$ cat src/rtl/clk_switch_ctrl.sv
// Reference clock mux sequencer: qualifies the external clock, drives the mux select
// and MMCM reset, relocks with timeout/retry and latches a fault after repeated failures.
module clk_switch_ctrl #(
  parameter int unsigned RESET_CYCLES  = 16,
  parameter int unsigned QUAL_CYCLES   = 1024,
  parameter int unsigned SETTLE_CYCLES = 64,
  parameter int unsigned LOCK_TIMEOUT  = 65536,
  parameter int unsigned MAX_RETRIES   = 3,
  parameter int unsigned CNT_W         = 16
) (
  input  logic             clk,
  input  logic             aresetn,
  input  logic             clk_ext_active,
  input  logic             locked,
  input  logic             user_int_select,
  input  logic             force_reset,
  output logic             clk_int_select,
  output logic             mmcm_resetn,
  output logic             using_ext,
  output logic             fault,
  output logic [2:0]       state,
  output logic [CNT_W-1:0] switch_count,
  output logic [CNT_W-1:0] lock_loss_count
);

  localparam int unsigned TMR_W  = $clog2(SETTLE_CYCLES + LOCK_TIMEOUT + RESET_CYCLES + 1);
  localparam int unsigned QUAL_W = $clog2(QUAL_CYCLES + 1);
  localparam int unsigned RTRY_W = $clog2(MAX_RETRIES + 1);

  localparam logic [TMR_W-1:0]  RST_LAST    = TMR_W'(RESET_CYCLES - 1);
  localparam logic [TMR_W-1:0]  WAIT_LAST   = TMR_W'(LOCK_TIMEOUT - 1);
  localparam logic [TMR_W-1:0]  SETTLE_END  = TMR_W'(SETTLE_CYCLES);
  localparam logic [TMR_W-1:0]  SETTLE_LAST = TMR_W'(SETTLE_CYCLES + LOCK_TIMEOUT - 1);
  localparam logic [QUAL_W-1:0] QUAL_LAST   = QUAL_W'(QUAL_CYCLES - 1);
  localparam logic [RTRY_W-1:0] RTRY_LAST   = RTRY_W'(MAX_RETRIES - 1);

  typedef enum logic [2:0] {
    ST_RST       = 3'd0,
    ST_WAIT_LOCK = 3'd1,
    ST_RUN_INT   = 3'd2,
    ST_SETTLE    = 3'd3,
    ST_RUN_EXT   = 3'd4,
    ST_FAULT     = 3'd5
  } state_t;

  logic ext_meta_q, ext_s_q, lock_meta_q, lock_s_q;

  state_t            state_q, state_d;
  logic [TMR_W-1:0]  timer_q, timer_d;
  logic [QUAL_W-1:0] qual_q, qual_d;
  logic [RTRY_W-1:0] retry_q, retry_d;
  logic              tgt_ext_q, tgt_ext_d;
  logic [CNT_W-1:0]  sw_cnt_q, sw_cnt_d;
  logic [CNT_W-1:0]  ll_cnt_q, ll_cnt_d;
  logic              sel_q, sel_d;
  logic              rstn_q, rstn_d;
  logic              using_ext_q, using_ext_d;
  logic              fault_q, fault_d;
  logic              tmr_clr, lock_fail;

  always_ff @(posedge clk or negedge aresetn) begin
    if (!aresetn) begin
      ext_meta_q  <= 1'b0;
      ext_s_q     <= 1'b0;
      lock_meta_q <= 1'b0;
      lock_s_q    <= 1'b0;
    end else begin
      ext_meta_q  <= clk_ext_active;
      ext_s_q     <= ext_meta_q;
      lock_meta_q <= locked;
      lock_s_q    <= lock_meta_q;
    end
  end

  always_comb begin
    state_d   = state_q;
    tgt_ext_d = tgt_ext_q;
    retry_d   = retry_q;
    qual_d    = '0;
    sw_cnt_d  = sw_cnt_q;
    ll_cnt_d  = ll_cnt_q;
    tmr_clr   = 1'b0;
    lock_fail = 1'b0;

    if (force_reset) begin
      state_d   = ST_RST;
      retry_d   = '0;
      tgt_ext_d = 1'b0;
      tmr_clr   = 1'b1;
    end else begin
      unique case (state_q)
        ST_RST: begin
          if (timer_q == RST_LAST) state_d = ST_WAIT_LOCK;
        end
        ST_WAIT_LOCK: begin
          if (lock_s_q)                state_d   = ST_RUN_INT;
          else if (timer_q == WAIT_LAST) lock_fail = 1'b1;
        end
        ST_RUN_INT: begin
          if (ext_s_q && !user_int_select) begin
            if (qual_q == QUAL_LAST) begin
              state_d   = ST_SETTLE;
              tgt_ext_d = 1'b1;
            end else begin
              qual_d = qual_q + 1'b1;
            end
          end
          // A qualified switch this cycle takes precedence over lock loss.
          if (state_d == ST_RUN_INT && !lock_s_q) begin
            ll_cnt_d = (&ll_cnt_q) ? ll_cnt_q : ll_cnt_q + 1'b1;
            state_d  = ST_RST;
          end
        end
        ST_SETTLE: begin
          if (tgt_ext_q && !ext_s_q) begin
            tgt_ext_d = 1'b0;
            tmr_clr   = 1'b1;
          end else if (timer_q >= SETTLE_END && lock_s_q) begin
            if (tgt_ext_q) begin
              state_d  = ST_RUN_EXT;
              sw_cnt_d = (&sw_cnt_q) ? sw_cnt_q : sw_cnt_q + 1'b1;
            end else begin
              state_d = ST_RUN_INT;
            end
          end else if (timer_q == SETTLE_LAST) begin
            lock_fail = 1'b1;
          end
        end
        ST_RUN_EXT: begin
          if (!ext_s_q || user_int_select) begin
            state_d   = ST_SETTLE;
            tgt_ext_d = 1'b0;
          end else if (!lock_s_q) begin
            ll_cnt_d  = (&ll_cnt_q) ? ll_cnt_q : ll_cnt_q + 1'b1;
            state_d   = ST_RST;
            tgt_ext_d = 1'b0;
          end
        end
        ST_FAULT: begin
        end
        default: state_d = ST_RST;
      endcase

      if (lock_fail) begin
        retry_d   = retry_q + 1'b1;
        tgt_ext_d = 1'b0;
        state_d   = (retry_q == RTRY_LAST) ? ST_FAULT : ST_RST;
      end
    end

    if (state_d != state_q && (state_d == ST_RUN_INT || state_d == ST_RUN_EXT))
      retry_d = '0;

    // Timer restarts on every state change and only runs in the timed states.
    if (tmr_clr || state_d != state_q ||
        state_q == ST_RUN_INT || state_q == ST_RUN_EXT || state_q == ST_FAULT)
      timer_d = '0;
    else
      timer_d = timer_q + 1'b1;

    sel_d       = !((state_d == ST_SETTLE || state_d == ST_RUN_EXT) && tgt_ext_d);
    rstn_d      = (state_d != ST_RST);
    using_ext_d = (state_d == ST_RUN_EXT);
    fault_d     = (state_d == ST_FAULT);
  end

  always_ff @(posedge clk or negedge aresetn) begin
    if (!aresetn) begin
      state_q     <= ST_RST;
      timer_q     <= '0;
      qual_q      <= '0;
      retry_q     <= '0;
      tgt_ext_q   <= 1'b0;
      sw_cnt_q    <= '0;
      ll_cnt_q    <= '0;
      sel_q       <= 1'b1;
      rstn_q      <= 1'b0;
      using_ext_q <= 1'b0;
      fault_q     <= 1'b0;
    end else begin
      state_q     <= state_d;
      timer_q     <= timer_d;
      qual_q      <= qual_d;
      retry_q     <= retry_d;
      tgt_ext_q   <= tgt_ext_d;
      sw_cnt_q    <= sw_cnt_d;
      ll_cnt_q    <= ll_cnt_d;
      sel_q       <= sel_d;
      rstn_q      <= rstn_d;
      using_ext_q <= using_ext_d;
      fault_q     <= fault_d;
    end
  end

  assign clk_int_select  = sel_q;
  assign mmcm_resetn     = rstn_q;
  assign using_ext       = using_ext_q;
  assign fault           = fault_q;
  assign state           = state_q;
  assign switch_count    = sw_cnt_q;
  assign lock_loss_count = ll_cnt_q;

endmodule

$ cat config.mk
export PLATFORM = sky130hd
export DESIGN_NAME = clk_switch_ctrl
export DESIGN_NICKNAME = d
export VERILOG_FILES = /design/src/rtl/clk_switch_ctrl.sv
export SDC_FILE = /design/constraint.sdc
export NUM_CORES = 1
export LEC_CHECK = 0
export CORE_MARGIN = 3
export CORE_UTILIZATION = 60
export CTS_BUF_LIST = sky130_fd_sc_hd__clkbuf_4 sky130_fd_sc_hd__clkbuf_8
export DETAILED_ROUTE_END_ITERATION = 8
export GPL_TIMING_DRIVEN = 0
export PLACE_DENSITY_LB_ADDON = 0.25
export SYNTH_ARGS = -nofsm -noshare
export SYNTH_HDL_FRONTEND = slang
export SYNTH_SLANG_ARGS = --single-unit
$ cat constraint.sdc
create_clock -name clk -period 5.2 [get_ports clk]
set_input_delay 0.78 -clock clk [delete_from_list [all_inputs] [get_ports clk]]
set_output_delay 0.78 -clock clk [all_outputs]
set_load 0.05 [all_outputs]
==> impl_results.md <==
* Outcome: complete, no violations
* CP Capture Point: timer_q[12]$_DFF_PN0_
* Die W at 86 um
* Critical path data required time at approximately 5.4 ns
* N_diodes at 0
* Nature of the critical path startpoint: flip-flop
* Commonest cells after routing, fill and taps aside: dfrtp_1, clkdlybuf4s50_1, nor2_1
* Reg2reg start: timer_q[0]$_DFF_PN0_
* Cell Pwr Density at about 270 nW/um^2
* Final nets at roughly 430
* Row cnt at 28
* Clock tree buffer depth at 2
* CTS tree: built
* Vias in the first global route at roughly 2700
* Antenna-violating nets left at 0
* Setup violators final at 0
* Initial antenna violation count at 0
* Post-synthesis cell area at about 3800 sq um
* Endpoints failing hold at 0
* Clock sinks at 74
* Final Skew at ~0.011 ns
* Die area at roughly 7400 sq um
* RSZ-0062 raised after global routing: false
* Post-Synth Simple-Gate Area at 0.2600
* Register area share after synthesis at 0.4826
* Worst vdd ir at about 250 uV
* Clock latency at the later pin of the worst-skew pair at approximately 0.34 ns
* RePlAce Congestion at approximately 0.9
* Clock root cell: clkbuf_8
* Worst Setup Slack, final at around 1.7 ns
* Vert. Die Dim at approximately 86 um
* P_leak at between 2 and 2.5 nW
* Compound-Gate Fraction of Synth Area at 0.07266
* Crit end category: flip-flop
* Max-Cap Viols at 0
* Critical Path AT at ~3.7 ns
* DP HPWL at about 5.2 mm
* Setup tns final at 0 ns
* First DRT Iteration DRCs at 110
* Final min period at 3.492 ns
* Pin count of the biggest net entering global routing at 75
* Ports at 45
* Fin crit share at 0.6715
* Syn. warnings at 0
* CTS clk-pin slew, worst paths at 0.08 ns
* Core Footprint at 6061 sq um
* Syn avg cell area at between 10 and 15 sq um
* Number of library cell types mapped by synthesis at 59
* Commonest non-fill, non-tap cell in the layout: dfrtp_1
* Worst slew pin tran at 0.8884 ns
* H-Tree Depth at 3
* Hold-fix buffers at CTS at 0
* Yosys reg bits at 74
* WL per Instance at approximately 16 um
* Worst min-delay path class: reg2reg
* Post-synthesis adder-cell area fraction at 0.02281
* Dpl ws at 1.735 ns
* Net Count, Synth at around 370
* Share of cells above drive strength 1 at 0.1487
* R2r worst-path depth at 16
* Post-cts sizing count at 0
* Growth of design area from synthesis to finish at 21.02%
* Max Clk Rate at between 0.2 and 0.3 GHz
* GRT Total Usage at 0.2222
* CP startpoint: timer_q[0]$_DFF_PN0_
* First-pass GRT wire length at about 13 mm
* Mapped Cells at roughly 360
* Buffers added on ports at 43
* Reg2Reg Setup Slack at approximately 1.7 ns
* Hold WS at ~0.34 ns
* Final Non-Filler Cells at slightly below 500
* Via count at around 2800
* Worst Path Max Fanout at 10
* WL final at 7.652 mm
* Largest family of logic cells by synthesized area: simple AND/OR/NAND/NOR gates
* Initial core utilization at 0.6336
* Max Slew Vio Count at 0
* # DRC at 0
* Mux contribution to synthesized area at 0.008472
* Global route total overflow at 0
* Vias per inst at 5.726
* Placed Cells at around 480
* Synth Area in XOR/XNOR at 0.1186
* CTS Buf Count at 9
* First-pass detailed-route iteration total at 4
* Relative max-transition margin at 0.4078
* Setup CP Type: reg2reg
* FF-to-FF End: timer_q[12]$_DFF_PN0_
* Setup Buffers After CTS at 0
-- layout make-up --
cell class,instances,area [sq um]
sequential,74,1853
multi-input combinational,257,1853
fill,415,1414
timing repair buffer,43,427.9
clock buffer,12,165.2
clock inverter,4,120.1
tap,75,93.84
buffer,10,70.07
inverter,17,63.81
-- cells in the mapped netlist, drive strengths merged --
master | count | area (sq um)
dfrtp | 73 | 1827
nor2 | 39 | 148.9
nand3 | 27 | 135.1
xnor2 | 26 | 227.7
xor2 | 26 | 227.7
nand2 | 22 | 82.58
nor4 | 20 | 215.2
inv | 17 | 63.81
and3 | 14 | 93.84
nor3 | 10 | 66.32
o21ai | 9 | 48.79
buf | 8 | 62.55
nand4 | 8 | 65.06
and2 | 7 | 43.80
and4 | 7 | 63.81
ha | 7 | 87.58
a21oi | 6 | 33.78
a211o | 2 | 17.52
a22oi | 2 | 28.78
a31o | 2 | 17.52
a41o | 2 | 21.27
and2b | 2 | 17.52
clkbuf | 2 | 7.510
mux2 | 2 | 22.52
nand3b | 2 | 18.77
nor2b | 2 | 12.51
nor3b | 2 | 20.02
o31ai | 2 | 42.54
a31oi | 1 | 6.260
dfstp | 1 | 26.28
mux2i | 1 | 10.01
nor4b | 1 | 8.760
o2111ai | 1 | 8.760
o211ai | 1 | 12.51
o21a | 1 | 7.510
o21bai | 1 | 7.510
o311ai | 1 | 26.28
or3 | 1 | 6.260
-- per-stage QoR --
stage	util	cell area, sq um	power, mW
after detailed placement	0.7197	4362	0.6350
after floorplan	-	3840	0.6133
after CTS	0.7667	4647	1.247
final	0.7667	4647	1.239
after global routing	0.7667	4647	1.283
after global placement	0.7201	4364	0.6339
-- metal layers --
metal,part of all wire,GRT usage,routed length [um],up-vias
met5,0,0,0,-
met4,0.016,0.08633,121,0
met3,0.056,0.05283,432,14
met2,0.48,0.3490,3675,76
met1,0.45,0.2991,3422,1367
li1,-,-,-,1360
-- logic make-up (layout without fill, tap and decap cells) --
kind of cell	after synthesis	count (layout)
flops	74	74
mux	3	3
compound gates	31	31
fa+ha+maj	7	7
xor+xnor	52	52
buf+inv	27	86
simple gates	164	164
-- sequential cells by signal (all words and copies together) (netlist names) --
name	cells
clk_int_select	1
ext_meta_q	1
ext_s_q	1
fault	1
lock_loss_count	16
lock_meta_q	1
lock_s_q	1
mmcm_resetn	1
qual_q	11
retry_q	2
state	3
switch_count	16
tgt_ext_q	1
timer_q	17
using_ext	1
-- report_power, final --
group / internal, mW / switching [mW] / leakage [nW]
logic: 0.0109 / 0.0259 / 0.904
registers: 0.580 / 0.00597 / 1.00
clock network: 0.407 / 0.209 / 0.143
total: 0.998 / 0.241 / 2.05
-- how the worst min path moves through the flow --
stage,endpoint,depth (start not counted),startpoint
2_1_floorplan,ext_s_q$_DFF_PN0_,0,ext_meta_q$_DFF_PN0_
4_1_cts,ext_s_q$_DFF_PN0_,0,ext_meta_q$_DFF_PN0_
3_3_place_gp,ext_s_q$_DFF_PN0_,0,ext_meta_q$_DFF_PN0_
5_1_grt,ext_s_q$_DFF_PN0_,0,ext_meta_q$_DFF_PN0_
3_5_place_dp,ext_s_q$_DFF_PN0_,0,ext_meta_q$_DFF_PN0_
6_report,ext_s_q$_DFF_PN0_,0,ext_meta_q$_DFF_PN0_
-- worst max-delay path, cell delays in order, from the launching register on --
cell and delay [ns]:
dfrtp_1 0.44, ha_1 0.24, and3_1 0.22, and3_1 0.19, buf_2 0.16, and2_1 0.18
nand2_1 0.08, nor2_1 0.04, ha_1 0.17, nor2b_1 0.16, a41o_1 0.25, a31o_2 0.23
a41o_2 0.29, o21a_1 0.14, a22oi_4 0.28, buf_6 0.22, nor4_2 0.07
Note: power is estimated with default switching activity, not from simulation.
